File: src/rtl/lsf_seq.sv
// ---------------------------------------------------------------------------
// lsf_seq -- multi-cycle logical left shifter for the ALU datapath.
//
// The unit shifts Rd1 left by Rd2 positions at one bit per clock. A
// start/busy/done handshake controls it. A sticky overflow flag records any
// set bit that leaves the MSB. Shift amounts of WIDTH or more are clamped to
// WIDTH cycles, so the result is zero and ovf shows whether Rd1 was non-zero.
//
// Optional feature (compile-time macro LSF_ROTATE_EN):
//   defined   -> rotate left, unclamped count (0..2^WIDTH-1 cycles), ovf = 0
//   undefined -> logical shift with clamping and sticky ovf
//
// Ports:
//   clk     in   1      rising-edge clock
//   rst_n   in   1      asynchronous active-low reset
//   en      in   1      unit enable; low aborts an operation, gates start
//   start   in   1      request, sampled only in IDLE with en=1
//   Rd1     in   WIDTH  operand, captured on the accepted start
//   Rd2     in   WIDTH  unsigned shift amount, captured on the accepted start
//   result  out  WIDTH  registered shifted value
//   ovf     out  1      registered sticky OR of bits shifted out of the MSB
//   busy    out  1      high whenever the state is not IDLE
//   done    out  1      one-cycle pulse; result/ovf are final
// ---------------------------------------------------------------------------
module lsf_seq #(
    parameter int WIDTH = 4
) (
    input  logic             clk,
    input  logic             rst_n,
    input  logic             en,
    input  logic             start,
    input  logic [WIDTH-1:0] Rd1,
    input  logic [WIDTH-1:0] Rd2,
    output logic [WIDTH-1:0] result,
    output logic             ovf,
    output logic             busy,
    output logic             done
);

    // The counter holds the clamped value WIDTH in shift mode. In rotate mode
    // it holds any Rd2 value.
`ifdef LSF_ROTATE_EN
    localparam int CW = WIDTH;
`else
    localparam int CW = $clog2(WIDTH + 1);
`endif

    typedef enum logic [1:0] {
        S_IDLE  = 2'd0,
        S_SHIFT = 2'd1,
        S_DONE  = 2'd2
    } state_e;

    state_e           state_q;
    logic [CW-1:0]    cnt_q;
    logic [WIDTH-1:0] result_q;
    logic             ovf_q;
    logic             busy_q;
    logic             done_q;

    logic [CW-1:0]    k_d;       // cycle count for the operation being accepted
    logic [WIDTH-1:0] step_d;    // result after one more step
    logic             ovf_d;     // ovf after one more step

`ifdef LSF_ROTATE_EN
    assign k_d    = CW'(Rd2);
    assign step_d = {result_q[WIDTH-2:0], result_q[WIDTH-1]};
    assign ovf_d  = 1'b0;
`else
    localparam logic [WIDTH:0] WIDTH_V = (WIDTH + 1)'(WIDTH);

    // Clamp: shifting by WIDTH or more always clears the operand, so more
    // than WIDTH cycles would add nothing.
    assign k_d    = ({1'b0, Rd2} >= WIDTH_V) ? CW'(WIDTH) : CW'(Rd2);
    assign step_d = {result_q[WIDTH-2:0], 1'b0};
    assign ovf_d  = ovf_q | result_q[WIDTH-1];
`endif

    always_ff @(posedge clk or negedge rst_n) begin
        if (!rst_n) begin
            state_q  <= S_IDLE;
            cnt_q    <= '0;
            result_q <= '0;
            ovf_q    <= 1'b0;
            busy_q   <= 1'b0;
            done_q   <= 1'b0;
        end else begin
            case (state_q)
                S_IDLE: begin
                    done_q <= 1'b0;
                    if (en && start) begin
                        result_q <= Rd1;
                        ovf_q    <= 1'b0;
                        cnt_q    <= k_d;
                        busy_q   <= 1'b1;
                        // A zero-length operation skips SHIFT entirely.
                        if (k_d == '0) begin
                            state_q <= S_DONE;
                            done_q  <= 1'b1;
                        end else begin
                            state_q <= S_SHIFT;
                        end
                    end
                end

                S_SHIFT: begin
                    if (!en) begin
                        // An aborted operation leaves no partial result.
                        state_q  <= S_IDLE;
                        result_q <= '0;
                        ovf_q    <= 1'b0;
                        cnt_q    <= '0;
                        busy_q   <= 1'b0;
                        done_q   <= 1'b0;
                    end else begin
                        result_q <= step_d;
                        ovf_q    <= ovf_d;
                        cnt_q    <= cnt_q - CW'(1);
                        if (cnt_q == CW'(1)) begin
                            state_q <= S_DONE;
                            done_q  <= 1'b1;
                        end
                    end
                end

                S_DONE: begin
                    // Leave unconditionally. A start seen here is dropped,
                    // which forces one idle cycle between operations.
                    state_q <= S_IDLE;
                    busy_q  <= 1'b0;
                    done_q  <= 1'b0;
                    if (!en) begin
                        result_q <= '0;
                        ovf_q    <= 1'b0;
                    end
                end

                default: begin
                    state_q <= S_IDLE;
                    busy_q  <= 1'b0;
                    done_q  <= 1'b0;
                end
            endcase
        end
    end

    assign result = result_q;
    assign ovf    = ovf_q;
    assign busy   = busy_q;
    assign done   = done_q;

endmodule

File: config.mk
export PLATFORM = sky130hd
export DESIGN_NAME = lsf_seq
export DESIGN_NICKNAME = d
export VERILOG_FILES = /design/src/rtl/lsf_seq.sv
export SDC_FILE = /design/constraint.sdc
export NUM_CORES = 1
export LEC_CHECK = 0
export CAP_MARGIN = 25
export CORE_ASPECT_RATIO = 0.6
export CORE_UTILIZATION = 30
export CTS_BUF_LIST = sky130_fd_sc_hd__clkbuf_16
export DETAILED_ROUTE_END_ITERATION = 8
export GPL_ROUTABILITY_DRIVEN = 0
export HOLD_SLACK_MARGIN = 0.02
export PLACE_DENSITY = 0.58
export RECOVER_POWER = 50
export SLEW_MARGIN = 0
export SYNTH_ARGS = -nofsm -noshare
export SYNTH_HDL_FRONTEND = slang
export SYNTH_SLANG_ARGS = --single-unit
File: constraint.sdc
create_clock -name clk -period 4.3 [get_ports clk]
set_clock_uncertainty 0.1 [all_clocks]
set_input_delay 1.29 -clock clk [delete_from_list [all_inputs] [get_ports clk]]
set_output_delay 1.29 -clock clk [all_outputs]
set_load 0.01 [all_outputs]
==> results.md <==
STA:
- Setup repair after global routing left no endpoint under its margin.
- For the pin with the worst max-slew slack, the measured transition is 0.5816 ns.
- Timing would allow up to 357.2 MHz.
- The final cycle utilization of the critical path is 65.10%.
- The count of final max-slew check failures is 0.
- The number of setup violations in the final report is 0.
- The number of failing hold endpoints at the final stage was 0.
- In the final timing run, aggregate negative setup slack is 0 ns.
- The shortest period the worst path allows is 2.799 ns.
- Measured against its own limit, the worst slew margin works out to 61.10%.

Detailed routing:
- Dividing the detail-routed via count by the number of cells gives 5.098.
- The detailed router's first-iteration violation count is 53.
- The first-pass detailed-route iteration total is 4.
- In the final routed layout, each cell accounts on average for 14.24 um.
- The highest metal layer carrying signal wires in the routed design is met4.
- The detail route stage leaves a number of antenna-violating nets equal to 0.
- The final route contains 627 vias.
- Detailed routing placed a total of 117 um of wire on met3.
- After detailed routing, the wire length on met1 is 862 um.
- The post-route DRC violation count is 0.
- The met2 routed wirelength is 763 um.
- Summed over all layers, the routed wires come to 1751 um.

Global route:
- The first global-routing pass estimated 2642 um of wire.
- The total grt overflow is 0.
- For this run, the total global-route usage over all layers was measured as 14.36%.
- The via count of the first global-routing pass is 546.
- The number of antenna violations at the first check in global routing came to 0.
- The maximum number of pins on one net before global-route repair is 13.

Clock tree:
- The maximum count of clock buffers along a single path is 2.
- The number of buffers created by CTS is 3.
- The number of hold buffers added after CTS was 0.
- Once the clock tree was built, the resizer swapped 0 gates to a different size.
- The clock net in this run drives a total of 12 sinks.
- In this run the clock root is driven by a sky130_fd_sc_hd__clkbuf_16.
- The clock transition at the registers of the reported paths is 0.04 ns.
- The number of post-CTS setup repair buffers is 0.
- TritonCTS built the clock tree.
- The H-tree depth is 1.
- For the worst-skew pair, the clock arrives at the later sink with an insertion delay of 0.24 ns.

Pwr:
- The clock network is responsible for 22.3% of the overall power.
- The switching share of total power is 36.79%.
- The total internal power is 474.8 uW.
- Power spread over the standard cell area amounts to 724.2 nW/um2.
- The analysis attributes to cell leakage a power of 0.4486 nW.
- Across the VDD grid, the largest voltage drop is 0.2193 mV.
- The share of power burned in registers is 27.1%.
- The share of total power dissipated in combinational logic is 50.6%.
- The analysis attributes to net switching a power of 276.4 uW.

Setup path:
- The data required time of the worst path is 4.32 ns.
- The highest-delay cell along the critical path is sky130_fd_sc_hd__dlygate4sd3_1.
- The critical path in this run is classified as input pin to flip-flop.
- The critical path goes through dlygate4sd3_1 -> nand2_2 -> o21ai_2 -> mux2_2.
- STA classifies the critical path startpoint as an input pin.
- The family with the most delay on the worst path is buffers and inverters.
- The endpoint arrival time on the critical path is 2.82 ns.
- Along the worst path, the maximum fanout reaches 9.
- On the worst path, the slowest cell contributes a delay of 0.76 ns.
- The sum of buffers and inverters on the critical path is 1.
- The kind of end point of the critical path is a flip-flop.

Floorplan:
- The initial standard-cell utilization of the core is 33.55%.
- The full die area is 2778 um2.
- The die boundary width is 67.38 um.
- The count of boundary I/O pins is 19.
- After floorplanning, the core was sized to cover 2293 um2.
- The floorplan row count is 13.
- The vertical die dimension is 41.23 um.

Logic synthesis:
- For this run, the leading register cell type out of synthesis is sky130_fd_sc_hd__dfrtp_1.
- sky130_fd_sc_hd__dfrtp_1 is the most common cell in the netlist.
- Yosys printed 0 warnings.
- The mapped netlist covers 769.5 um2.
- In this run, synthesis produced a sequential element count of 12.
- Counting flops with an async set or reset pin after synthesis yields a share of 100.0%.
- Synthesis instantiated 30 different standard cells from the library.
- The commonest cells after synthesis are sky130_fd_sc_hd__dfrtp_1 (12), sky130_fd_sc_hd__inv_1 (9), sky130_fd_sc_hd__ha_1 (6), sky130_fd_sc_hd__nand2_1 (6), sky130_fd_sc_hd__mux2_1 (5).
- The net count after synthesis is 92.
- The fraction of synthesized cell area taken by the top area cell type is 39.02%.
- The number of flops mapped to enable cells by yosys is 0.
- The mean instance size in the synthesized netlist is 10.40 um2.
- The share of the Yosys chip area taken by registers is 39.02%.
- Yosys attributes the largest share of cell area to sky130_fd_sc_hd__dfrtp_1 (39%), sky130_fd_sc_hd__ha_1 (9.8%), sky130_fd_sc_hd__mux2_1 (7.3%), sky130_fd_sc_hd__inv_1 (4.4%), sky130_fd_sc_hd__nor2b_1 (3.3%).
- The cell count after synthesis came out at 74.
- The post-synthesis cell type with the largest combined area is sky130_fd_sc_hd__dfrtp_1.

Cells and area:
- The area growth from synthesis to layout is 34.80%.
- The fraction of final layout cells with drive strength greater than 1 is 10.75%.
- The number of nets in the layout is 113.
- The number of antenna cells inserted is 0.
- The fill cell total of the finished layout is 224.
- The finished cells cover 1037 um2.

Min path:
- The min-delay analysis places its worst path in the category flip-flop to flip-flop.

Placement:
- The post-DP HPWL is 1301 um.
- The post-detailed-placement cell area is 968.4 um2.
- During placement, the flow inserted port buffers numbering 18.

Run status:
- The run finished with clean final reports.

Run:
- The total of max-cap violations is 0.
[sequential cells by signal, summed over array words and instances, names as in the netlist]
register	cells
busy	1
cnt_q	3
done	1
ovf	1
result	4
state_q	2
[power by group through the flow]
stage                     Combinational (mW)  Sequential [mW]  Clock [mW]
final                                  0.380            0.203       0.168
after global routing                   0.419            0.210       0.177
after CTS                              0.382            0.204       0.170
after detailed placement               0.376            0.205           0
after global placement                 0.374            0.205           0
after floorplan                        0.250            0.209           0
[layout make-up]
cell class	instances	area [um2]	area share, %
clock buffers	3	75.07	7.238
flip-flops and latches	12	300.3	28.95
repair buffers	18	180.2	17.37
inverters	9	33.78	3.257
multi-input cells	51	410.4	39.57
well taps	30	37.54	3.619
[metrics by stage]
| step | cells | utilization [%] | worst slack (ns) | hold slack, ns | total power [mW] |
|---|---|---|---|---|---|
| 2_1_floorplan | 74 | - | 2.036 | 0.4029 | 0.4591 |
| 3_3_place_gp | 120 | 42.23 | 1.380 | 0.4150 | 0.5789 |
| 3_5_place_dp | 120 | 42.23 | 1.321 | 0.4147 | 0.5809 |
| 4_1_cts | 123 | 45.50 | 1.579 | 0.4313 | 0.7555 |
| 5_1_grt | 123 | 45.23 | 1.427 | 0.4418 | 0.8067 |
| 6_report | 123 | 45.23 | 1.501 | 0.4279 | 0.7512 |
[cell usage in the layout (no fill, tap or decap), drive strengths merged, types with 4 or more instances in the layout]
cell type / instances
clkdlybuf4s50: 15
dfrtp: 12
inv: 9
nand2: 8
ha: 6
mux2: 6
o21ai: 5
nor2b: 4
[worst paths after layout]
check                            from    endpoint  slack (ns)  depth (start not counted)
min                         result[2]   result[2]        0.43                          1
min in group asynchronous       rst_n   result[0]        1.39                          1
max                                en  state_q[0]        1.50                          4
max reg2reg                state_q[1]   result[2]        2.41                          5
max in group asynchronous       rst_n    cnt_q[1]        2.32                          1
min reg2reg                 result[2]   result[2]        0.43                          1
[per-layer routing]
layer	track usage [%]	vias to the layer above
li1	-	310
met1	18.98	299
met2	20.25	16
met3	7.778	2
met4	3.191	0
met5	0	-
[logic make-up after synthesis]
group | share of synthesized area, %
compound gates | 19.35
simple gates | 14.96
fa+ha+maj | 9.756
mux | 10.08
flops | 39.02
buf+inv | 6.829
Power figures use the tool's default switching activity.
==> RTL edit (same settings) <==
Build with the macro `LSF_ROTATE_EN` defined.
--- a/src/rtl/lsf_seq.sv
+++ b/src/rtl/lsf_seq.sv
@@ -23,4 +23,6 @@
 //   done    out  1      one-cycle pulse; result/ovf are final
 // ---------------------------------------------------------------------------
+`define LSF_ROTATE_EN
+
 module lsf_seq #(
     parameter int WIDTH = 4
Check against the original RTL: not equivalent (a bounded check fails within 4 cycles, from zero or initial values and one cycle with rst_n low).
==> RTL edit against the unedited design <==
  * Routed wire length is 3.2% lower
  * Hold slack worse by 0.014 ns
  * Via count is 5.7% higher
  * Power is 5.5% lower
  * Area after synthesis is 3.1% lower
  * Worst setup slack better by 0.044 ns
  * Utilization is 0.46 points lower
  * Critical path depth is 1 higher
  * Sequential cell count stayed put
  * Final area is 2.4% lower
  * Critical endpoint is now result[0]$_DFFE_PN0P_
  * Largest cell class unchanged
==> RTL edit: results <==
[run_status]
outcome = "finished, final reports clean"

[cts]
htreeDepth = 1
path_clk_slew_ns = 0.05
post_cts_buffers = 0

[detailed_routing]
routed-wl-met2_um = 668
wl_per_cell_um = 12.8
drc_errors = 0
wl_met1_um = 892
firstDrtPassIters = 4
postRouteAntennaNets = 0
wl_met3_um = 124
drtIter0Drc = 35
viasPerCell = 5.02

[critical_path]
cp_max_fo = 8
rrSetupSlack_ns = 2.58
cp_data_arrival_time_ns = 2.77

[grt]
grtUsageTotal_pct = 14.3
grt_pass1_wl_um = 2620
grt_max_degree = 13
antenna_found_initial = 0
first_global_vias = 537

[logic_synthesis]
synthDistinctLibCells = 28
synth.top_cells.by_area = "dfrtp_1 40%, ha_1 10%, nand2_1 5.0%"
yosysSeqAreaShare_pct = 40.3
yosysWarnings = 0
synth_nets = 102
async_flop_share_pct = 100
synth_commonest_cells = "12 x dfrtp_1, 10 x nand2_1, 7 x a21oi_1, 7 x inv_1, 6 x ha_1"

[placement]
dp.final_hpwl_um = 1320
io_buffer_count = 17

[timing]
whs_ns = 0.414
relSlewSlack_pct = 59.8

[power]
power.leakage_nw = 0.446
peakVddDrop_uv = 246

[cells_and_area]
fillers = 214
fin_nets = 121
drive_gt1_share_pct = 5.88
n_antenna_cell = 0

[job]
max_cap_viol_count = 0

[hold_path]
hold_class = "flip-flop to flip-flop"
RTL edit: cell types whose count changed after synthesis, moves of 2 or more:
cell,unedited run,this run
o21ai_1,2,5
a21oi_1,1,7
inv_1,9,7
nor4b_1,2,0
nand2_1,6,10
nor2_1,0,5
mux2_1,5,0
o21ai_0,2,5
o22ai_1,3,0
RTL edit: cell families after synthesis:
kind of cell	Yosys count	share of synthesized area (%)
AOI/OAI and AO/OA	30	25.8
and+or+nand+nor	24	15.4
DFF	12	40.3
buffers and inverters	10	5.87
adders and majority gates	6	10.1
muxes	1	2.01
other	1	0.503
RTL edit: area by class of cell:
class,count,share of cell area [%]
clock inverters,1,0.371
multi-input cells,62,39.4
inverters,7,2.60
repair buffers,17,16.8
clock buffers,3,7.42
well taps,30,3.71
flip-flops and latches,12,29.7
RTL edit: per-stage QoR:
stage	setup slack (ns)	std cells	area (um^2)	total power (W)
floorplan	2.15	84	746	0.000432
global placement	1.50	128	936	0.000544
detailed placement	1.46	128	936	0.000541
CTS	1.71	132	1010	0.000717
global route	1.47	132	1010	0.000767
finish	1.55	132	1010	0.000710
RTL edit: final timing paths:
check,startpoint,to,depth (start not counted)
max,en,result[0]$_DFFE_PN0P_,5
max reg2reg,state_q[0]$_DFFE_PN0P_,cnt_q[2]$_DFFE_PN0P_,5
max in group asynchronous,rst_n,busy$_DFFE_PN0P_,1
min,result[1]$_DFFE_PN0P_,result[1]$_DFFE_PN0P_,2
min in group asynchronous,rst_n,state_q[1]$_DFFE_PN0P_,1
min reg2reg,result[1]$_DFFE_PN0P_,result[1]$_DFFE_PN0P_,2
RTL edit: critical path: stages:
cell and delay (ns):
dlygate4sd3_1 0.64, nand2_1 0.21, a221o_1 0.45, nand2_1 0.11, o21ai_1 0.06
RTL edit: routing by layer:
metal	vias to the layer above	track usage (%)
li1	335	-
met5	-	0
met3	2	5.83
met4	0	4.79
met1	301	21.2
met2	25	18.1
RTL edit: power breakdown:
group | switching, W | internal (W)
registers | 0.0000498 | 0.000164
clock network | 0.0000484 | 0.000122
logic | 0.000178 | 0.000148
